$ cat src/rtl/sd_cmd_responder_if.sv
// CMD-line and response-request signals of the SD command responder.
// The slave modport is the responder; the master modport is whoever drives it.
interface sd_cmd_responder_if;
  logic        istrobe;
  logic        icmd;
  logic        ocmd;
  logic        ocmd_oe;
  logic [5:0]  oindex;
  logic [31:0] oarg;
  logic        ovalid;
  logic        oerr;
  logic        ordy;
  logic        irsp_valid;
  logic        irsp_skip;
  logic [5:0]  irsp_index;
  logic [31:0] irsp_arg;

  modport slave (
    input  istrobe, icmd, irsp_valid, irsp_skip, irsp_index, irsp_arg,
    output ocmd, ocmd_oe, oindex, oarg, ovalid, oerr, ordy
  );

  modport master (
    output istrobe, icmd, irsp_valid, irsp_skip, irsp_index, irsp_arg,
    input  ocmd, ocmd_oe, oindex, oarg, ovalid, oerr, ordy
  );
endinterface

$ cat src/rtl/sd_cmd_responder.sv
// SD card side CMD-line engine: receives a 48-bit command frame, reports it,
// and after the NCR gap transmits a 48-bit response frame with CRC7.
module sd_cmd_responder #(
  parameter int NCR = 2
) (
  input  logic                 iclk,
  input  logic                 irst,
  sd_cmd_responder_if.slave    cmd_if
);

  typedef enum logic [2:0] {IDLE, RECV, WAIT_RSP, GAP, SEND} state_t;

  localparam logic [6:0] NCR_W = 7'(NCR);

  state_t      state_q;
  logic [5:0]  bit_cnt_q;
  logic [6:0]  gap_q;
  logic [6:0]  crc_q;
  logic [44:0] rx_sh_q;
  logic [47:0] tx_q;
  logic        ocmd_q;
  logic        ocmd_oe_q;
  logic [5:0]  oindex_q;
  logic [31:0] oarg_q;
  logic        ovalid_q;
  logic        oerr_q;
  logic        ordy_q;

  logic [6:0]  crc_d;
  logic [39:0] rsp_head_d;
  logic [47:0] rsp_frame_d;

  function automatic logic [6:0] crc7_step(input logic [6:0] c, input logic b);
    logic fb;
    fb = b ^ c[6];
    return {c[5:0], 1'b0} ^ {3'b000, fb, 2'b00, fb};
  endfunction

  function automatic logic [6:0] crc7_40(input logic [39:0] d);
    logic [6:0] c;
    c = 7'd0;
    for (int i = 39; i >= 0; i--) c = crc7_step(c, d[i]);
    return c;
  endfunction

  always_comb begin
    crc_d       = crc7_step(crc_q, cmd_if.icmd);
    rsp_head_d  = {2'b00, cmd_if.irsp_index, cmd_if.irsp_arg};
    rsp_frame_d = {rsp_head_d, crc7_40(rsp_head_d), 1'b1};
  end

  always_ff @(posedge iclk or negedge irst) begin
    if (!irst) begin
      state_q   <= IDLE;
      bit_cnt_q <= 6'd0;
      gap_q     <= 7'd0;
      crc_q     <= 7'd0;
      rx_sh_q   <= '0;
      tx_q      <= '0;
      ocmd_q    <= 1'b1;
      ocmd_oe_q <= 1'b0;
      oindex_q  <= 6'd0;
      oarg_q    <= 32'd0;
      ovalid_q  <= 1'b0;
      oerr_q    <= 1'b0;
      ordy_q    <= 1'b0;
    end else begin
      ovalid_q <= 1'b0;
      oerr_q   <= 1'b0;
      case (state_q)
        IDLE: begin
          // A zero start bit leaves a zero-initialised CRC7 unchanged.
          if (cmd_if.istrobe && !cmd_if.icmd) begin
            state_q   <= RECV;
            bit_cnt_q <= 6'd1;
            crc_q     <= 7'd0;
          end
        end
        RECV: begin
          if (cmd_if.istrobe) begin
            rx_sh_q   <= {rx_sh_q[43:0], cmd_if.icmd};
            bit_cnt_q <= bit_cnt_q + 6'd1;
            if (bit_cnt_q <= 6'd39) crc_q <= crc_d;
            if (bit_cnt_q == 6'd1 && !cmd_if.icmd) begin
              oerr_q  <= 1'b1;
              state_q <= IDLE;
            end else if (bit_cnt_q == 6'd47) begin
              // rx_sh_q now holds frame bits 3..47: index, argument, CRC.
              if (cmd_if.icmd && crc_q == rx_sh_q[6:0]) begin
                oindex_q <= rx_sh_q[44:39];
                oarg_q   <= rx_sh_q[38:7];
                ovalid_q <= 1'b1;
                ordy_q   <= 1'b1;
                gap_q    <= 7'd0;
                state_q  <= WAIT_RSP;
              end else begin
                oerr_q  <= 1'b1;
                state_q <= IDLE;
              end
            end
          end
        end
        WAIT_RSP: begin
          if (cmd_if.istrobe && gap_q < NCR_W) gap_q <= gap_q + 7'd1;
          if (cmd_if.irsp_skip) begin
            ordy_q  <= 1'b0;
            state_q <= IDLE;
          end else if (cmd_if.irsp_valid) begin
            tx_q    <= rsp_frame_d;
            ordy_q  <= 1'b0;
            state_q <= GAP;
          end
        end
        GAP: begin
          if (cmd_if.istrobe) begin
            if (gap_q >= NCR_W) begin
              ocmd_q    <= tx_q[47];
              tx_q      <= {tx_q[46:0], 1'b0};
              ocmd_oe_q <= 1'b1;
              bit_cnt_q <= 6'd1;
              state_q   <= SEND;
            end else begin
              gap_q <= gap_q + 7'd1;
            end
          end
        end
        SEND: begin
          if (cmd_if.istrobe) begin
            if (bit_cnt_q == 6'd48) begin
              ocmd_q    <= 1'b1;
              ocmd_oe_q <= 1'b0;
              bit_cnt_q <= 6'd0;
              state_q   <= IDLE;
            end else begin
              ocmd_q    <= tx_q[47];
              tx_q      <= {tx_q[46:0], 1'b0};
              bit_cnt_q <= bit_cnt_q + 6'd1;
            end
          end
        end
        default: state_q <= IDLE;
      endcase
    end
  end

  assign cmd_if.ocmd    = ocmd_q;
  assign cmd_if.ocmd_oe = ocmd_oe_q;
  assign cmd_if.oindex  = oindex_q;
  assign cmd_if.oarg    = oarg_q;
  assign cmd_if.ovalid  = ovalid_q;
  assign cmd_if.oerr    = oerr_q;
  assign cmd_if.ordy    = ordy_q;

endmodule

$ cat src/flat_wrapper.sv
// flat-port wrapper written by rule: the top's interface ports become plain ports
module sd_cmd_responder_flat 
#(
  parameter int NCR = 2
)
  (iclk, irst, cmd_if_istrobe, cmd_if_icmd, cmd_if_irsp_valid, cmd_if_irsp_skip, cmd_if_irsp_index, cmd_if_irsp_arg, cmd_if_ocmd, cmd_if_ocmd_oe, cmd_if_oindex, cmd_if_oarg, cmd_if_ovalid, cmd_if_oerr, cmd_if_ordy);
  sd_cmd_responder_if cmd_if_i ();
  input  logic iclk;
  input  logic irst;
  input wire logic [$bits(cmd_if_i.istrobe)-1:0] cmd_if_istrobe;
  input wire logic [$bits(cmd_if_i.icmd)-1:0] cmd_if_icmd;
  input wire logic [$bits(cmd_if_i.irsp_valid)-1:0] cmd_if_irsp_valid;
  input wire logic [$bits(cmd_if_i.irsp_skip)-1:0] cmd_if_irsp_skip;
  input wire logic [$bits(cmd_if_i.irsp_index)-1:0] cmd_if_irsp_index;
  input wire logic [$bits(cmd_if_i.irsp_arg)-1:0] cmd_if_irsp_arg;
  output wire logic [$bits(cmd_if_i.ocmd)-1:0] cmd_if_ocmd;
  output wire logic [$bits(cmd_if_i.ocmd_oe)-1:0] cmd_if_ocmd_oe;
  output wire logic [$bits(cmd_if_i.oindex)-1:0] cmd_if_oindex;
  output wire logic [$bits(cmd_if_i.oarg)-1:0] cmd_if_oarg;
  output wire logic [$bits(cmd_if_i.ovalid)-1:0] cmd_if_ovalid;
  output wire logic [$bits(cmd_if_i.oerr)-1:0] cmd_if_oerr;
  output wire logic [$bits(cmd_if_i.ordy)-1:0] cmd_if_ordy;
  assign cmd_if_i.istrobe = cmd_if_istrobe;
  assign cmd_if_i.icmd = cmd_if_icmd;
  assign cmd_if_i.irsp_valid = cmd_if_irsp_valid;
  assign cmd_if_i.irsp_skip = cmd_if_irsp_skip;
  assign cmd_if_i.irsp_index = cmd_if_irsp_index;
  assign cmd_if_i.irsp_arg = cmd_if_irsp_arg;
  assign cmd_if_ocmd = cmd_if_i.ocmd;
  assign cmd_if_ocmd_oe = cmd_if_i.ocmd_oe;
  assign cmd_if_oindex = cmd_if_i.oindex;
  assign cmd_if_oarg = cmd_if_i.oarg;
  assign cmd_if_ovalid = cmd_if_i.ovalid;
  assign cmd_if_oerr = cmd_if_i.oerr;
  assign cmd_if_ordy = cmd_if_i.ordy;
  sd_cmd_responder #(.NCR(NCR)) u_core (.iclk(iclk), .irst(irst), .cmd_if(cmd_if_i));
endmodule
$ cat config.mk
export PLATFORM = sky130hd
export DESIGN_NAME = sd_cmd_responder_flat
export DESIGN_NICKNAME = d
export VERILOG_FILES = /design/src/rtl/sd_cmd_responder_if.sv /design/src/rtl/sd_cmd_responder.sv /design/src/flat_wrapper.sv
export SDC_FILE = /design/constraint.sdc
export NUM_CORES = 1
export LEC_CHECK = 0
export CORE_MARGIN = 2
export CORE_UTILIZATION = 62
export DETAILED_ROUTE_END_ITERATION = 7
export DONT_BUFFER_PORTS = 1
export PLACE_DENSITY = 0.78
export SETUP_SLACK_MARGIN = 0.15
export SLEW_MARGIN = 20
export SYNTH_ARGS = -nofsm -noshare
export SYNTH_HDL_FRONTEND = slang
export SYNTH_SLANG_ARGS = --single-unit
$ cat constraint.sdc
create_clock -name iclk -period 3.3 [get_ports iclk]
set_input_delay 0.66 -clock iclk [delete_from_list [all_inputs] [get_ports iclk]]
set_output_delay 0.66 -clock iclk [all_outputs]
set_load 0.01 [all_outputs]
==> flow_metrics.env, run 1 <==
export IMPL_endpoint_kind="flop"
export IMPL_first_iter_violations=399
export IMPL_cp_required_ps=3610
export IMPL_dpl_cell_area_mm2=0.00783
export IMPL_synth_xor_area_share_pct=11.4
export IMPL_routed_wl_um=14900
export IMPL_cts_setup_buffers=0
export IMPL_synth_area_mux_share_pct=5.84
export IMPL_finalCritPeriodShare_pct=82.9
export IMPL_fin_crit_ps=2730
export IMPL_p_leak_nw=4.04
export IMPL_layout_drive_gt1_share_pct=13.0
export IMPL_drt_wirelength_per_cell_um=15.8
export IMPL_gp_congestion=0.911
export IMPL_yosys_area_top_type="dfrtp_1"
export IMPL_timing_final_hold_violations=158
export IMPL_max_cap_violations=0
export IMPL_cts_sinks=159
export IMPL_dr_pass1_iters=5
export IMPL_final_antenna_net_count=0
export IMPL_h_tree_depth=4
export IMPL_synthesis_nets=824
export IMPL_worstPathArrival_ps=3040
export IMPL_rsz0062_at_grt="no"
export IMPL_syn_inst=775
export IMPL_power_per_cell_area_mw_per_mm2=673
export IMPL_final_cell_mix="nand2_1 (230), dfrtp_1 (158), nor2_1 (72), xnor2_1 (49), a31oi_1 (43)"
export IMPL_syn_avg_cell_area_um2=9.93
export IMPL_final_area_mm2=0.00838
export IMPL_synth_top_family_by_area="simple AND/OR/NAND/NOR gates"
export IMPL_diodes=0
export IMPL_fin_setup_tns_ps=0
export IMPL_grt_use_met3_pct=5.54
export IMPL_cts_inserted_buffers=17
export IMPL_timing_hold_ws_ps=-59.5
export IMPL_ys_seq_elements=159
export IMPL_die_h_um=115
export IMPL_cp_max_fo=38
export IMPL_grt_pass1_vias=5297
export IMPL_vdd_drop_max_mv=0.486
export IMPL_row_count=40
export IMPL_dp_cells=914
export IMPL_synth_distinct_cells=58
export IMPL_core_mm2=0.0121
export IMPL_synth_top_cell_area_share_pct=51.4
export IMPL_async_flop_share_pct=100
export IMPL_synth_edf_count=0
export IMPL_setup_violations=0
export IMPL_start_kind="flop"
export IMPL_use_met1_pct=34.5
export IMPL_grt_ovfl_total=0
export IMPL_ys_seq_area_share_pct=51.7
export IMPL_grtUsageTotal_pct=24.6
export IMPL_violations="hold timing"
export IMPL_synth_area_mm2=0.00769
export IMPL_layout_commonest_cell="nand2_1"
export IMPL_ios=87
export IMPL_cts_path_max_buffers=2
export IMPL_start_util_pct=63.8
export IMPL_grt_busiest_layer="met2"
export IMPL_drv_slew=0
export IMPL_grt_met2_usage_pct=38.1
export IMPL_routed_via_count=5360
export IMPL_yosys_warnings=0
export IMPL_dp_hpwl_um=10000
export IMPL_clk_insertion_delay_late_ps=420
export IMPL_drc_errors=0
export IMPL_register_area_mm2=0.00398
export IMPL_nets=814
export IMPL_nFillCells=902
export IMPL_status="finished, violations left"
export IMPL_yosys_area_share_simple_pct=18.4
export IMPL_cts_tree="built"
export IMPL_grt_max_degree=160
export IMPL_hp_class="in -> async"
export IMPL_multi_input_area_mm2=0.00352
export IMPL_path_clk_slew_ps=60
export IMPL_relSlewSlack_pct=63.2
export IMPL_clock_skew_ps=11.7
export IMPL_tightest_slew_ps=548
export IMPL_synthAdderAreaFrac_pct=0.813
export IMPL_fp_dieW_um=115
export IMPL_grt_pass1_wl_um=25800
export IMPL_synth_compound_area_share_pct=9.07
export IMPL_die_area_mm2=0.0133
export IMPL_antenna_found_initial=0
export IMPL_layout_cells_non_filler=946
export IMPL_drt_vias_per_instance=5.67
export IMPL_max_freq_ghz=0.366
export IMPL_area_growth_pct=8.98
export IMPL_rr_worst_depth=6
export IMPL_cts_root_buf="clkbuf_16"
export IMPL_synthTopCellsByArea="dfrtp_1 (51%), nand2_1 (11%), xnor2_1 (5.6%)"
export IMPL_ys_flop_type="dfrtp_1"
export IMPL_setup_worst_path_class="reg -> reg"
export IMPL_port_buffers=0
## path summary, 6_finish.rpt
path / startpoint / to / slack [ps]
max: u_core.state_q[0] / u_core.cmd_if.oarg[14] / 570
min: irst / u_core.gap_q[4] / -60
max reg2reg: u_core.state_q[0] / u_core.cmd_if.oarg[14] / 570
min reg2reg: u_core.rx_sh_q[44] / u_core.rx_sh_q[44] / 490
max in group asynchronous: irst / u_core.bit_cnt_q[2] / 3140
min in group iclk: cmd_if_icmd / u_core.rx_sh_q[0] / 350
## final cells by class
class | count | share of cell area [%]
Clock buffer | 19 | 5.40
Clock inverter | 13 | 1.25
Inverter | 12 | 0.537
Multi-Input combinational cell | 567 | 42.0
Sequential cell | 159 | 47.5
Tap cell | 168 | 2.51
Timing Repair Buffer | 8 | 0.866
## worst max-delay path, cell delays in order (launching register included)
cell	delay [ps]
dfrtp_1	580
nand2b_1	230
nor2_1	370
nand2_1	170
nor4_4	570
buf_12	290
mux2_2	370
## state kept, by name, indices dropped and copies added, names as in the netlist
register / count
u_core.cmd_if.oarg: 32
u_core.bit_cnt_q: 6
u_core.cmd_if.oerr: 1
u_core.state_q: 3
u_core.cmd_if.ocmd_oe: 1
u_core.cmd_if.oindex: 6
u_core.tx_q: 48
u_core.cmd_if.ocmd: 1
u_core.gap_q: 7
u_core.cmd_if.ordy: 1
u_core.cmd_if.ovalid: 1
u_core.rx_sh_q: 45
u_core.crc_q: 7
## logic make-up (layout without fill, tap and decap cells)
group | after synthesis | count (layout)
and+or+nand+nor | 346 | 346
DFF | 159 | 159
AOI/OAI and AO/OA | 101 | 101
xor gates and xnor gates | 75 | 75
buffers and inverters | 49 | 52
muxes | 40 | 40
adders and majority gates | 5 | 5
## cell usage after synthesis (4+ instances only)
| cell | number |
|---|---|
| a22o_1 | 9 |
| nand4_1 | 8 |
| a31oi_1 | 43 |
| xor2_1 | 8 |
| xnor2_2 | 6 |
| nand3_1 | 4 |
| xnor2_1 | 49 |
| o21ai_0 | 13 |
| clkbuf_1 | 28 |
| a21oi_1 | 12 |
| inv_1 | 12 |
| ha_1 | 5 |
| xnor3_1 | 5 |
| nand2_1 | 230 |
| nor2_1 | 72 |
| dfrtp_1 | 158 |
| nand2b_1 | 7 |
| o31ai_1 | 7 |
| mux2_2 | 38 |
## power by group
| part | internal [W] | switching, W | leakage [nW] | total [W] |
|---|---|---|---|---|
| registers | 0.00213 | 0.000165 | 2.09 | 0.00229 |
| logic | 0.000727 | 0.000792 | 1.68 | 0.00152 |
| clock network | 0.00102 | 0.000812 | 0.269 | 0.00183 |
## per-layer routing
layer | part of all wire [%] | vias up
li1 | - | 2563
met1 | 46 | 2641
met2 | 47 | 132
met3 | 5.2 | 24
met4 | 1.7 | 0
met5 | 0 | -
## per-stage QoR
stage               power [W]  setup slack [ps]  hold WS, ps  util, %
finish                0.00564               566        -59.5     69.5
floorplan             0.00356               532          364        -
global placement      0.00377               392          370     64.9
CTS                   0.00568               533        -82.0     69.5
detailed placement    0.00383               328          370     64.9
global route          0.00596               352        -84.5     69.5
## what timing repair did
item                       CTS  global route
setup endpoints to repair    0             0
hold endpoints to repair   158           158
resized for setup            0             0
No activity file was read; power rests on OpenSTA's default activity.
==> inputs of run 2 (changes only) <==
- CORE_UTILIZATION: 62 -> 57
- PLACE_DENSITY: 0.78 -> 0.75
- clock period: 3.3 -> 2.5 ns (I/O delays scaled with it)
==> run 2 against run 1 <==
  * The flow still finishes with violations (hold timing)
  * Critical path type unchanged
  * Power is 39% higher
  * Register-to-register slack worse by 310 ps
  * Final cell count is 2.9% higher
  * Setup slack worse by 310 ps
  * Critical path depth is 3 higher
  * Die area is 8.5% higher
  * Highest routed layer unchanged
  * Clock skew hardly changed
  * Largest power group unchanged
  * Non-clock buffer count is 19 higher
  * First-iteration DRC count is 25% higher
  * Worst hold slack worse by 170 ps
  * Critical endpoint is now u_core.bit_cnt_q[0]
  * Clock-buffer cell count is 1 higher
==> flow_metrics.env, run 2 (synthesis results as in run 1) <==
export IMPL_largest_reg_flops=48
export IMPL_final_antenna_net_count=0
export IMPL_fin_util_pct=65.6
export IMPL_rsz0062_at_grt="yes"
export IMPL_grt_max_degree=160
export IMPL_area_growth_pct=12.4
export IMPL_hp_class="in -> async"
export IMPL_routed_via_count=5426
export IMPL_fin_crit_ps=2250
export IMPL_pwr_share_comb_pct=27.2
export IMPL_grt_pass1_vias=5388
export IMPL_ios=87
export IMPL_tightest_slew_ps=495
export IMPL_cts_sinks=159
export IMPL_multi_input_area_mm2=0.00355
export IMPL_p_leak_nw=4.16
export IMPL_grtUsageTotal_pct=22.8
export IMPL_power_per_cell_area_mw_per_mm2=906
export IMPL_drv_slew=0
export IMPL_cp_required_ps=2840
export IMPL_intPower_w=0.00551
export IMPL_ff2ff_setup_slack_ps=250
export IMPL_grt_ovfl_total=0
export IMPL_layout_commonest_cell="nand2_1"
export IMPL_routed_wl_um=15500
export IMPL_drc_errors=0
export IMPL_regMostFlops="u_core.tx_q"
export IMPL_h_tree_depth=4
export IMPL_clk_insertion_delay_late_ps=420
export IMPL_finalCritPeriodShare_pct=89.9
export IMPL_port_buffers=0
export IMPL_max_freq_ghz=0.445
export IMPL_antenna_found_initial=0
export IMPL_cp_max_fo=9
export IMPL_p_clk_share_pct=34.4
export IMPL_start_kind="flop"
export IMPL_layout_drive_gt1_share_pct=15.6
export IMPL_endpoint_kind="flop"
export IMPL_cts_path_max_buffers=2
export IMPL_gp_congestion=0.930
export IMPL_drt_vias_per_instance=5.58
export IMPL_setup_worst_path_class="reg -> reg"
export IMPL_core_mm2=0.0132
export IMPL_clock_skew_ps=11.2
export IMPL_path_clk_slew_ps=60
export IMPL_cts_inserted_buffers=17
export IMPL_p_total_w=0.00783
export IMPL_timing_final_hold_violations=159
export IMPL_drt_wirelength_per_cell_um=16.0
export IMPL_p_switching_w=0.00232
export IMPL_vdd_drop_max_mv=0.565
export IMPL_setup_violations=0
export IMPL_switching_share_pct=29.6
export IMPL_violations="hold timing"
export IMPL_diodes=0
export IMPL_nFillCells=1035
export IMPL_dp_hpwl_um=10400
export IMPL_register_area_mm2=0.00398
export IMPL_cts_tree="built"
export IMPL_pwr_share_seq_pct=38.5
export IMPL_die_area_mm2=0.0144
export IMPL_dr_pass1_iters=5
export IMPL_final_cell_mix="nand2_1 (230), dfrtp_1 (158), nor2_1 (71), xnor2_1 (48), a31oi_1 (43)"
export IMPL_relSlewSlack_pct=67.0
export IMPL_status="finished, violations left"
export IMPL_start_util_pct=58.3
export IMPL_cts_root_buf="clkbuf_16"
export IMPL_row_count=42
export IMPL_first_iter_violations=497
export IMPL_worstPathArrival_ps=2590
export IMPL_fp_dieW_um=120
export IMPL_timing_hold_ws_ps=-228
export IMPL_max_cap_violations=0
export IMPL_grt_pass1_wl_um=26200
export IMPL_nets=833
export IMPL_die_h_um=120
[run 2: cell types whose count changed in the layout (fill, tap and decap cells not counted), moves of 2 or more]
cell       before  now
bufinv_16       0    3
clkinv_4        3    0
buf_6           0    2
buf_4           7   23
[run 2: final timing paths]
kind	start	to	cells past startpoint
min	irst	u_core.gap_q[4]	0
min in group iclk	cmd_if_icmd	u_core.rx_sh_q[0]	2
max	u_core.gap_q[3]	u_core.bit_cnt_q[0]	9
min reg2reg	u_core.rx_sh_q[44]	u_core.rx_sh_q[44]	2
max reg2reg	u_core.gap_q[3]	u_core.bit_cnt_q[0]	9
max in group asynchronous	irst	u_core.rx_sh_q[35]	0
[run 2: repair_timing]
item,in CTS,in global routing
gates resized for setup,0,8
endpoints found under the setup margin,0,65
endpoints found under the hold margin,159,159
setup buffers,0,1
[run 2: layer usage]
| layer | GRT usage (%) | share of wire [%] |
|---|---|---|
| met4 | 7.13 | 1.0 |
| met5 | 0 | 0 |
| met2 | 35.3 | 48 |
| met3 | 6.89 | 6.3 |
| met1 | 31.3 | 45 |
[run 2: area by class of cell]
cell class / count / area share, %
Sequential cell: 159 / 46.0
Multi-Input combinational cell: 567 / 41.1
Clock buffer: 20 / 5.28
Timing Repair Buffer: 27 / 2.72
Tap cell: 176 / 2.55
Clock inverter: 12 / 1.81
Inverter: 12 / 0.521
[run 2: power by group through the flow]
stage,Combinational [W],Sequential [W],Clock [W]
3_5_place_dp,0.00210,0.00306,0
5_1_grt,0.00235,0.00305,0.00284
6_report,0.00213,0.00301,0.00269
2_1_floorplan,0.00172,0.00300,0
4_1_cts,0.00211,0.00301,0.00273
3_3_place_gp,0.00204,0.00304,0
[run 2: through the flow]
step                setup slack [ps]  cell area, µm²  TNS (ps)  instances
floorplan                       40.7            7710         0        775
global placement                4.66            7990         0        940
detailed placement             -33.3            7990     -33.3        940
CTS                              178            8600         0        972
global route                     125            8650         0        973
finish                           252            8650         0        973
[run 2: worst max-delay path, stage by stage (launching register included)]
cell and delay (ps):
dfrtp_1 420, or4_4 600, o41ai_4 320, nor2_1 120, a31oi_2 210, buf_6 160
nor3_1 50, a21oi_1 110, nor2_1 60, a21oi_1 130
==> inputs of run 3 (changes only) <==
- CORE_UTILIZATION: 57 -> 51
- DONT_BUFFER_PORTS: 1 -> default
- PLACE_DENSITY: 0.75 -> 0.76
==> run 3 against run 2 <==
  * The flow now finishes without violations
  * Clock-buffer cell count fell by 1
  * Die area up 11%
  * Clock skew up 1.5 ps
  * Combinational power is 42% higher
  * Global-route usage shrank 0.92 points
  * Non-clock buffer count increased by 132
  * Sequential power about the same
  * Wire length increased by 11%
  * Worst hold slack better by 290 ps
  * Final area rose by 18%
  * Register-to-register slack improved by 30 ps
  * Setup slack got worse by 71 ps
==> flow_metrics.env, run 3 (synthesis results as in run 1) <==
export IMPL_largest_reg_flops=48
export IMPL_drv_slew=0
export IMPL_p_total_w=0.00868
export IMPL_crit_chain="dlygate4sd2_1 -> xnor2_2 -> buf_4 -> xnor2_2 -> xnor2_2 -> buf_4 -> xnor2_4 -> xnor2_2 -> xor3_1 -> nor3_2 -> nor2_1"
export IMPL_antenna_found_initial=0
export IMPL_nFillCells=1042
export IMPL_dp_hpwl_um=11100
export IMPL_setup_violations=0
export IMPL_relSlewSlack_pct=61.1
export IMPL_cp_required_ps=2810
export IMPL_power_per_cell_area_mw_per_mm2=853
export IMPL_cts_sinks=159
export IMPL_worst_path_buf_inv=3
export IMPL_finalCritPeriodShare_pct=92.7
export IMPL_grt_pass1_vias=5848
export IMPL_cts_hold_buf=0
export IMPL_vdd_drop_max_mv=0.550
export IMPL_first_iter_violations=460
export IMPL_routed_via_count=6003
export IMPL_critPathMaxStageDelay_ps=480
export IMPL_diodes=0
export IMPL_hp_class="in -> async"
export IMPL_path_clk_slew_ps=60
export IMPL_status="finished clean"
export IMPL_start_util_pct=52.5
export IMPL_die_area_mm2=0.0161
export IMPL_fp_dieW_um=127
export IMPL_max_freq_ghz=0.431
export IMPL_endpoint_kind="flop"
export IMPL_grtUsageTotal_pct=21.9
export IMPL_clock_skew_ps=12.7
export IMPL_cts_path_max_buffers=2
export IMPL_cpLargestDelayFamily="XOR/XNOR gates"
export IMPL_layout_commonest_cell="nand2_1"
export IMPL_layout_cells_non_filler=1113
export IMPL_critical_path_depth=11
export IMPL_final_cell_mix="nand2_1 (229), dfrtp_1 (157), nor2_1 (70), clkdlybuf4s50_1 (61), buf_4 (60)"
export IMPL_area_growth_pct=32.2
export IMPL_grt_pass1_wl_um=28400
export IMPL_drt_vias_per_instance=5.39
export IMPL_max_cap_violations=0
export IMPL_regMostFlops="u_core.tx_q"
export IMPL_critPathSlowestCell="xor3_1"
export IMPL_worstPathArrival_ps=2620
export IMPL_cpMostUsedCell="xnor2_2"
export IMPL_dr_pass1_iters=7
export IMPL_nets=965
export IMPL_cts_inserted_buffers=17
export IMPL_fin_crit_ps=2320
export IMPL_tightest_slew_ps=583
export IMPL_routed_wl_um=17300
export IMPL_clk_insertion_delay_late_ps=430
export IMPL_drt_wirelength_per_cell_um=15.5
export IMPL_final_antenna_net_count=0
export IMPL_layout_drive_gt1_share_pct=22.6
export IMPL_die_h_um=127
export IMPL_p_leak_nw=4.93
export IMPL_cp_max_fo=2
export IMPL_dp_cells=1069
export IMPL_start_kind="input port"
export IMPL_gp_congestion=0.841
export IMPL_grt_max_degree=59
export IMPL_core_mm2=0.0146
export IMPL_cts_root_buf="clkbuf_16"
export IMPL_row_count=44
export IMPL_ff2ff_setup_slack_ps=280
export IMPL_h_tree_depth=4
export IMPL_grt_ovfl_total=0
export IMPL_fin_setup_tns_ps=0
export IMPL_drc_errors=0
export IMPL_rsz0062_at_grt="yes"
export IMPL_reg2reg_from="u_core.gap_q[3]"
export IMPL_crit_end="u_core.tx_q[4]"
export IMPL_setup_worst_path_class="in -> reg"
export IMPL_cts_tree="built"
export IMPL_r2r_end="u_core.bit_cnt_q[0]"
export IMPL_rr_worst_depth=9
export IMPL_timing_final_hold_violations=0
export IMPL_ios=87
export IMPL_port_buffers=86
export IMPL_cp_startpoint="cmd_if_irsp_index[1]"
-- run 3: metrics by stage --
stage	utilization, %	area [µm²]	hold WS [ps]	setup WS, ps
finish	69.5	10200	62.9	182
global route	69.5	10200	94.9	81.5
CTS	67.7	9910	72.6	151
detailed placement	62.8	9200	470	-583
global placement	62.8	9200	458	-526
floorplan	-	7710	204	40.7
-- run 3: layer usage --
layer,global-route usage [%],vias up,wire (µm)
met5,0,-,0
met2,35.2,146,8410
met1,30.2,2965,7930
li1,-,2867,-
met3,4.39,25,654
met4,7.37,0,275
-- run 3: how the worst min path moves through the flow --
stage | to | start | cells after the start | slack [ps]
after floorplan | u_core.bit_cnt_q[0] | irst | 0 | 200
after global placement | u_core.rx_sh_q[44] | u_core.rx_sh_q[44] | 2 | 460
after detailed placement | u_core.tx_q[1] | u_core.tx_q[1] | 2 | 470
after CTS | u_core.bit_cnt_q[2] | irst | 1 | 70
after global routing | u_core.bit_cnt_q[2] | irst | 1 | 90
final | u_core.bit_cnt_q[2] | irst | 1 | 60
-- run 3: power by group --
group / switching [W] / internal [W] / total (W)
Clock: 0.00110 / 0.00155 / 0.00265
Combinational: 0.00145 / 0.00157 / 0.00302
Sequential: 0.000203 / 0.00281 / 0.00301
-- run 3: timing repair --
item | 4_1_cts | 5_1_grt
pin swaps | 16 | 35
resized for setup | 48 | 52
endpoints found under the setup margin | 6 | 53
setup buffers | 2 | 10
-- run 3: cell type report --
class | instances | area [µm²] | area share [%]
Sequential cell | 159 | 3980 | 39.1
Multi-Input combinational cell | 567 | 3810 | 37.4
Timing Repair Buffer | 159 | 1500 | 14.8
Clock buffer | 19 | 453 | 4.45
Tap cell | 184 | 230 | 2.26
Clock inverter | 13 | 154 | 1.51
Inverter | 12 | 45.0 | 0.443
-- run 3: worst register-to-register path, stage by stage, from the launching register on --
cell	delay [ps]
dfrtp_1	410
or4_4	590
o41ai_4	370
nor2_2	80
a31oi_2	200
buf_6	160
nor3_1	50
a21oi_1	110
nor2_1	50
a21oi_1	120
